--- src/rtl/onewire_pkg.sv ---
// Shared encodings, FSM states and microsecond slot timing for the 1-Wire bit master.
package onewire_pkg;

    localparam int TUS_W = 10;

    localparam logic [1:0] CMD_RESET = 2'b00;
    localparam logic [1:0] CMD_W0    = 2'b01;
    localparam logic [1:0] CMD_W1    = 2'b10;
    localparam logic [1:0] CMD_READ  = 2'b11;

    typedef enum logic [2:0] {
        ST_IDLE,
        ST_LOW,
        ST_WAIT,
        ST_RECOVER,
        ST_DONE,
        ST_ERR
    } state_t;

    localparam logic [TUS_W-1:0] T_RST_LOW = 10'd480;
    localparam logic [TUS_W-1:0] T_RST_SMP = 10'd550;
    localparam logic [TUS_W-1:0] T_RST_END = 10'd960;
    localparam logic [TUS_W-1:0] T_W0_LOW  = 10'd60;
    localparam logic [TUS_W-1:0] T_W1_LOW  = 10'd6;
    localparam logic [TUS_W-1:0] T_SMP     = 10'd15;
    localparam logic [TUS_W-1:0] T_SLOT    = 10'd70;

    function automatic logic [TUS_W-1:0] low_us(input logic [1:0] cmd);
        case (cmd)
            CMD_RESET: low_us = T_RST_LOW;
            CMD_W0:    low_us = T_W0_LOW;
            default:   low_us = T_W1_LOW;
        endcase
    endfunction

    function automatic logic [TUS_W-1:0] smp_us(input logic [1:0] cmd);
        smp_us = (cmd == CMD_RESET) ? T_RST_SMP : T_SMP;
    endfunction

    function automatic logic [TUS_W-1:0] end_us(input logic [1:0] cmd);
        end_us = (cmd == CMD_RESET) ? T_RST_END : T_SLOT;
    endfunction

endpackage

--- src/rtl/onewire_tick.sv ---
// Microsecond time base: prescaler of US_DIV clocks feeding a microsecond counter.
module onewire_tick
    import onewire_pkg::*;
#(
    parameter int US_DIV = 12
) (
    input  logic             i_clk,
    input  logic             i_rst,
    input  logic             i_restart,
    output logic             o_tick,
    output logic [TUS_W-1:0] o_t_us
);

    logic [7:0]       r_pre;
    logic [TUS_W-1:0] r_t_us;

    assign o_tick = (r_pre == 8'(US_DIV - 1));
    assign o_t_us = r_t_us;

    always_ff @(posedge i_clk or negedge i_rst) begin
        if (!i_rst) begin
            r_pre  <= '0;
            r_t_us <= '0;
        end else if (i_restart) begin
            r_pre  <= '0;
            r_t_us <= '0;
        end else if (o_tick) begin
            r_pre  <= '0;
            r_t_us <= r_t_us + 10'd1;
        end else begin
            r_pre  <= r_pre + 8'd1;
        end
    end

endmodule

--- src/rtl/onewire_master.sv ---
// 1-Wire bit master: turns reset/write/read commands into timed bus slots with one response each.
module onewire_master
    import onewire_pkg::*;
#(
    parameter int US_DIV = 12,
    parameter int SYNC_N = 2
) (
    input  logic       i_clk,
    input  logic       i_rst,
    input  logic       i_cmd_valid,
    input  logic [1:0] i_cmd,
    output logic       o_cmd_ready,
    output logic       o_rsp_valid,
    output logic       o_rsp_bit,
    output logic       o_rsp_err,
    output logic       o_busy,
    input  logic       i_owr,
    output logic       o_owr
);

    state_t           r_state;
    logic [1:0]       r_cmd;
    logic [SYNC_N-1:0] r_sync;
    logic [2:0]       r_settle;
    logic             r_ready;
    logic             r_rsp_valid;
    logic             r_rsp_bit;
    logic             r_rsp_err;
    logic             r_owr;

    logic             w_bus_s;
    logic             w_accept;
    logic             w_tick;
    logic [TUS_W-1:0] w_t_us;
    logic [TUS_W-1:0] w_t_next;

    assign w_bus_s  = r_sync[SYNC_N-1];
    assign w_accept = i_cmd_valid && r_ready && (r_state == ST_IDLE);
    // Phase limits are compared against the value t_us takes at this edge,
    // so every phase ends on an exact multiple of US_DIV cycles.
    assign w_t_next = w_t_us + {{(TUS_W-1){1'b0}}, w_tick};

    assign o_cmd_ready = r_ready;
    assign o_busy      = ~r_ready;
    assign o_rsp_valid = r_rsp_valid;
    assign o_rsp_bit   = r_rsp_bit;
    assign o_rsp_err   = r_rsp_err;
    assign o_owr       = r_owr;

    onewire_tick #(
        .US_DIV (US_DIV)
    ) u_tick (
        .i_clk     (i_clk),
        .i_rst     (i_rst),
        .i_restart (w_accept),
        .o_tick    (w_tick),
        .o_t_us    (w_t_us)
    );

    always_ff @(posedge i_clk or negedge i_rst) begin
        if (!i_rst) begin
            r_sync <= '1;
        end else begin
            r_sync <= {r_sync[SYNC_N-2:0], i_owr};
        end
    end

    always_ff @(posedge i_clk or negedge i_rst) begin
        if (!i_rst) begin
            r_state     <= ST_IDLE;
            r_cmd       <= CMD_RESET;
            r_settle    <= '0;
            r_ready     <= 1'b1;
            r_rsp_valid <= 1'b0;
            r_rsp_bit   <= 1'b0;
            r_rsp_err   <= 1'b0;
            r_owr       <= 1'b1;
        end else begin
            r_rsp_valid <= 1'b0;
            case (r_state)
                ST_IDLE: begin
                    if (w_accept) begin
                        r_ready <= 1'b0;
                        if (!w_bus_s) begin
                            r_state     <= ST_ERR;
                            r_rsp_valid <= 1'b1;
                            r_rsp_err   <= 1'b1;
                            r_rsp_bit   <= 1'b0;
                        end else begin
                            r_state <= ST_LOW;
                            r_cmd   <= i_cmd;
                            r_owr   <= 1'b0;
                        end
                    end
                end
                ST_LOW: begin
                    if (w_t_next >= low_us(r_cmd)) begin
                        r_owr    <= 1'b1;
                        r_settle <= '0;
                        r_state  <= ST_WAIT;
                    end
                end
                ST_WAIT: begin
                    if (r_settle < 3'(SYNC_N)) begin
                        r_settle <= r_settle + 3'd1;
                    end
                    // The release must reach bus_s before a sample is trusted,
                    // which matters when the sample point lies inside the low phase.
                    if ((r_settle >= 3'(SYNC_N)) && (w_t_next >= smp_us(r_cmd))) begin
                        r_rsp_bit <= (r_cmd == CMD_RESET) ? ~w_bus_s : w_bus_s;
                        r_state   <= ST_RECOVER;
                    end
                end
                ST_RECOVER: begin
                    if (w_t_next >= end_us(r_cmd)) begin
                        r_rsp_valid <= 1'b1;
                        r_rsp_err   <= 1'b0;
                        r_state     <= ST_DONE;
                    end
                end
                ST_DONE, ST_ERR: begin
                    r_ready <= 1'b1;
                    r_state <= ST_IDLE;
                end
                default: begin
                    r_owr   <= 1'b1;
                    r_ready <= 1'b1;
                    r_state <= ST_IDLE;
                end
            endcase
        end
    end

endmodule

--- config.mk ---
export PLATFORM = sky130hd
export DESIGN_NAME = onewire_master
export DESIGN_NICKNAME = d
export VERILOG_FILES = /design/src/rtl/onewire_pkg.sv /design/src/rtl/onewire_tick.sv /design/src/rtl/onewire_master.sv
export SDC_FILE = /design/constraint.sdc
export NUM_CORES = 1
export LEC_CHECK = 0
export ABC_AREA = 0
export ABC_CLOCK_PERIOD_IN_PS = 4600
export BUFFER_PORTS_ARGS = -buffer_cell sky130_fd_sc_hd__buf_2
export CAP_MARGIN = 30
export CORE_MARGIN = 4
export CORE_UTILIZATION = 25
export DETAILED_ROUTE_END_ITERATION = 12
export GPL_ROUTABILITY_DRIVEN = 0
export HOLD_SLACK_MARGIN = 0.06
export SLEW_MARGIN = 20
export SYNTH_ARGS = -nofsm -noshare
export SYNTH_HDL_FRONTEND = slang
export SYNTH_SLANG_ARGS = --single-unit
--- constraint.sdc ---
create_clock -name i_clk -period 4.6 [get_ports i_clk]
set_input_delay 0.23 -clock i_clk [delete_from_list [all_inputs] [get_ports i_clk]]
set_output_delay 0.23 -clock i_clk [all_outputs]
set_load 0.02 [all_outputs]
=== After elaboration in Yosys (flattened, before gate mapping) ===
Index checks and enable logic that the tools add are counted.

* Register bits: 33
* Output and inout port bits: 6
* Logic and storage cells: 92

* Add/sub/neg operators: 4
* $lt $le $gt $ge: 5
* Equal/unequal tests: 14
* Mux-type cells: 36
* Bitwise logic cells: 4
* Reduce and logical (&&, ||, !) cells: 18

{| class="wikitable"
|+ Operators by type and width
! kind !! count
|-
| 10-bit two-way mux || 5
|-
| 10-bit >= comparator || 3
|-
| 3-bit two-way mux || 7
|-
| 9-bit one-hot mux with 2 select lines || 1
|-
| 8-bit two-way mux || 2
|-
| 4-bit AND reduction || 4
|-
| 1-bit two-way mux || 14
|-
| 2-bit inequality test, second input constant || 6
|-
| 3-bit one-hot mux with 4 select lines || 1
|-
| 10-bit by 1-bit adder with 10-bit output || 1
|-
| 10-bit by 1-bit adder with 10-bit output, second input constant || 1
|-
| 8-bit by 1-bit adder with 8-bit output, second input constant || 1
|-
| 8-bit by 4-bit equality test with 1-bit output, second input constant || 1
|-
| 1-bit one-hot mux with 2 select lines || 4
|-
| 2-bit nonzero test || 4
|-
| 3-bit by 2-bit equality test with 1-bit output, second input constant || 2
|-
| 3-bit equality test, second input constant || 2
|-
| 3-bit one-hot mux with 2 select lines || 1
|-
| 3-bit AND reduction || 2
|-
| 1-bit inverter || 4
|-
| 4-bit OR reduction || 1
|-
| 3-bit by 1-bit adder with 3-bit output, second input constant || 1
|-
| 3-bit by 1-bit equality test with 1-bit output, second input constant || 1
|-
| 3-bit by 2-bit >= comparator with 1-bit output, second input constant || 1
|-
| 9 further kinds || 11
|}

=== Logic depth before layout (Yosys ltp) ===
* Depth after elaboration: 6
* Gate-level depth with buffers: 15
* Gate-level depth less buffers: 14

=== Cells and area by module ===
Synthesis repeated with hierarchy kept, for this count alone.

* Cells, all modules: 226
* Area, all modules: 2265.9 sq um

{| class="wikitable"
|+ By module, submodules not included
! module !! instances !! cells an instance !! area each (sq um)
|-
| onewire_master || 1 || 137 || 1307.5
|-
| onewire_tick || 1 || 89 || 958.4
|}

=== Worst setup path before layout ===
No wires, ideal clock.

* Path kind: flip-flop to flip-flop
* Start: register u_tick.r_pre[2]
* End: register r_settle[0]
* Library setup time: 128 ps
* Arrival time: 3281 ps
* Path slack: 1191 ps
* Cell stages (with the launch flop): 16
* Cell sequence: dfrtp_1 nor4b_1 and3_1 buf_2 ha_1 nand3_2 nor2_1 nand2_1 xnor2_1 ha_1 a211oi_1 nand2_1 a211oi_1 a211oi_2 o21ai_2 mux2_1

* Word-level cells in the longest chain between the ends: 5

{| class="wikitable"
|+ RTL lines
! what !! line !! RTL
|-
| from (decl) || onewire_tick.sv:14 || <nowiki>logic [7:0] r_pre;</nowiki>
|-
| from (signal assigned) || onewire_tick.sv:31 || <nowiki>r_pre <= r_pre + 8'd1;</nowiki>
|-
| 8-bit by 4-bit equality test with 1-bit output || onewire_tick.sv:17 || <nowiki>assign o_tick = (r_pre == 8'(US_DIV - 1));</nowiki>
|-
| 10-bit by 1-bit adder with 10-bit output || onewire_master.sv:41 || <nowiki>assign w_t_next = w_t_us + {{(TUS_W-1){1'b0}}, w_tick};</nowiki>
|-
| 10-bit >= comparator || onewire_master.sv:97 || <nowiki>if (w_t_next >= low_us(r_cmd)) begin</nowiki>
|-
| 2-bit inequality test (no line) || - ||
|-
| 3-bit AND reduction (no line) || - ||
|-
| to (signal assigned) || onewire_master.sv:105 || <nowiki>r_settle <= r_settle + 3'd1;</nowiki>
|-
| to (decl) || onewire_master.sv:24 || <nowiki>logic [2:0] r_settle;</nowiki>
|}

No other way between the ends.
A chain may end at the register's enable or synchronous reset.

=== Worst setup path in the final report ===
Ends and elaborated chain as after synthesis.

==> out/qor.yml <==
ys_seq_area_frac: 0.367
synth_area_um2: 2270
vias: 1684
cp.arrival_ns: 3.99
setup_viol: 0
cp-start-kind: "flop"
fin_skew_ns: 0.00948
slowest_stage: "dfrtp_1"
postSynthCellCount: 240
ys_types: 56
grt_max_degree: 34
dieHeight_um: 103
syn_nets: 264
final_antenna_net_count: 0
ios: 12
hold_buffers: 2
grt_usage: 0.0912
ctsHtreeMaxLevel: 2
vdd_drop_max_uv: 348
ctsResizeCount: 0
p_per_area_nw_per_um2: 675
cp-end-kind: "flop"
synth_warnings: 0
drive_above_1_share: 0.155
power_w: 0.00168
area_growth_pct: 9.99
grt_pass1_vias: 1717
grt_overflow: 0
core_region_area_um2: 8760
viasPerCell: 4.69
path_cells: "nor4b_1 > and3_1 > ha_1 > nand3_2 > nor2_1 > nand2_1 > xnor2_1 > ha_1 > a211oi_1 > nand2_1 > a211oi_1 > a211oi_2 > o21ai_2 > mux2_1"
die_area_um2: 10700
start_util: 0.259
port_buffers: 11
rsz0062_at_grt: "no"
period_share: 0.831
hold_viol_final: 0
detail_route.wirelength_um: 4360
path_class: "flop to flop"
worst_slew_pin_slew_ns: 0.723
ys_ff_latch: 33
fin_crit_ns: 3.82
critPathTopFamily: "simple AND/OR/NAND/NOR gates"
clock_sinks: 33
maxCapViolCount: 0
drt_iter0_drc: 39
drcViolationCount: 0
antenna_found_initial: 0
max-slew-margin-rel: 0.518
dp.final_hpwl_um: 3300
insertion_delay_ns: 0.28
hold_path_class: "primary input to flop"
cp_num_buf_inv: 0
ys.flop_type: "dfrtp_1"
syn_area_per_cell_um2: 9.44
cts_buffers: 5
die_w_um: 103
cts-root-buf: "clkbuf_8"
required_ns: 4.77
cts.reportedPaths.clkPinSlew_ns: 0.07
async_reset_ff_frac: 1.00
cpPeakStageDelay_ns: 0.43
worstPathMaxFanout: 9
fmax_mhz: 262
maxSlewViolCount: 0
dr.pass1.iters: 4
finalSetupTns_ns: 0
clock_path_buffers: 2
leakage_nw: 1.12
cts_tree: "built"
wl_per_cell_um: 12.1
grt_pass1_wl_um: 7820
antenna_cells: 0
row_count: 34
status: "complete, no violations"
post_cts_buffers: 0
synth_edf_count: 0
nets: 274
## registers in the layout (all words and copies together) (netlist names)
| name | cells |
|---|---|
| r_cmd | 2 |
| u_tick.r_pre | 8 |
| o_rsp_valid | 1 |
| o_cmd_ready | 1 |
| r_sync | 2 |
| u_tick.o_t_us | 10 |
| o_owr | 1 |
| r_settle | 3 |
| o_rsp_err | 1 |
| r_state | 3 |
| o_rsp_bit | 1 |
## cells by family after synthesis
family	after synthesis	synth area share
buffers and inverters	18	0.0469
DFF	33	0.367
AOI/OAI and AO/OA	44	0.145
muxes	5	0.0243
and+or+nand+nor	99	0.229
xor gates and xnor gates	23	0.0889
adders and majority gates	18	0.0994
## power breakdown
group / switching, W / total [W] / internal (W)
Clock: 0.000101 / 0.000206 / 0.000105
Sequential: 0.000194 / 0.000612 / 0.000418
Combinational: 0.000468 / 0.000866 / 0.000398
Total: 0.000763 / 0.00168 / 0.000921
## layer usage
layer  up-vias  GRT usage  wire length [um]
li1        875          -                 -
met1       794      0.124              2210
met2         9      0.146              2000
met3         6     0.0168                73
met4         0     0.0329                70
met5         -          0                 0
## metrics by stage
step	hold WS, ns	cells	area, um2	setup WS, ns	util
floorplan	-0.0656	240	2270	1.19	-
global route	0.172	359	2490	0.434	0.284
detailed placement	0.335	349	2390	0.803	0.273
CTS	0.179	359	2490	0.780	0.284
finish	0.188	359	2490	0.779	0.284
global placement	0.329	349	2390	0.895	0.273
## layout make-up
type / instances / area, um2
sequential: 33 / 831
clock buffer: 6 / 72.6
inverter: 7 / 26.3
multi-input combinational: 189 / 1340
clock inverter: 2 / 10.0
fill: 942 / 6270
tap: 108 / 135
timing repair buffer: 14 / 82.6
## layout by cell type, fill, tap and decap left out, types with 3 or more instances in the layout
cell,synthesis,final
ha_1,18,18
xnor2_1,14,14
dfstp_2,4,4
buf_2,3,11
nand2_1,16,16
o21bai_1,3,3
dfrtp_1,29,29
inv_1,7,7
o21ai_0,6,6
a21oi_1,10,10
nor2b_1,4,4
nand3_1,8,8
nor3_1,5,5
nor2_1,31,31
clkbuf_8,2,5
a211oi_1,3,3
nand2b_1,4,4
and3_1,7,7
xor2_1,9,9
nand4_1,7,7
## cell usage after synthesis (6+ instances only)
library cell / instances / area [um2]
o21ai_0: 6 / 30.0
dfrtp_1: 29 / 726
nor2_1: 31 / 116
xnor2_1: 14 / 123
nand2_1: 16 / 60.1
a21oi_1: 10 / 50.1
nand3_1: 8 / 40.0
inv_1: 7 / 26.3
xor2_1: 9 / 78.8
and3_1: 7 / 43.8
nand4_1: 7 / 43.8
ha_1: 18 / 225
## worst paths after layout
kind                       cells after the start  slack (ns)             from         endpoint
max in group asynchronous                      2        3.60            i_rst        o_rsp_err
min in group asynchronous                      2        0.54            i_rst  u_tick.r_pre[7]
setup reg to reg                              14        0.78  u_tick.r_pre[2]      r_settle[0]
hold reg to reg                                0        0.36        r_sync[0]        r_sync[1]
setup / recovery                              14        0.78  u_tick.r_pre[2]      r_settle[0]
hold / removal                                 2        0.19         i_cmd[0]         r_cmd[0]
Note: power is estimated with default switching activity, not from simulation.
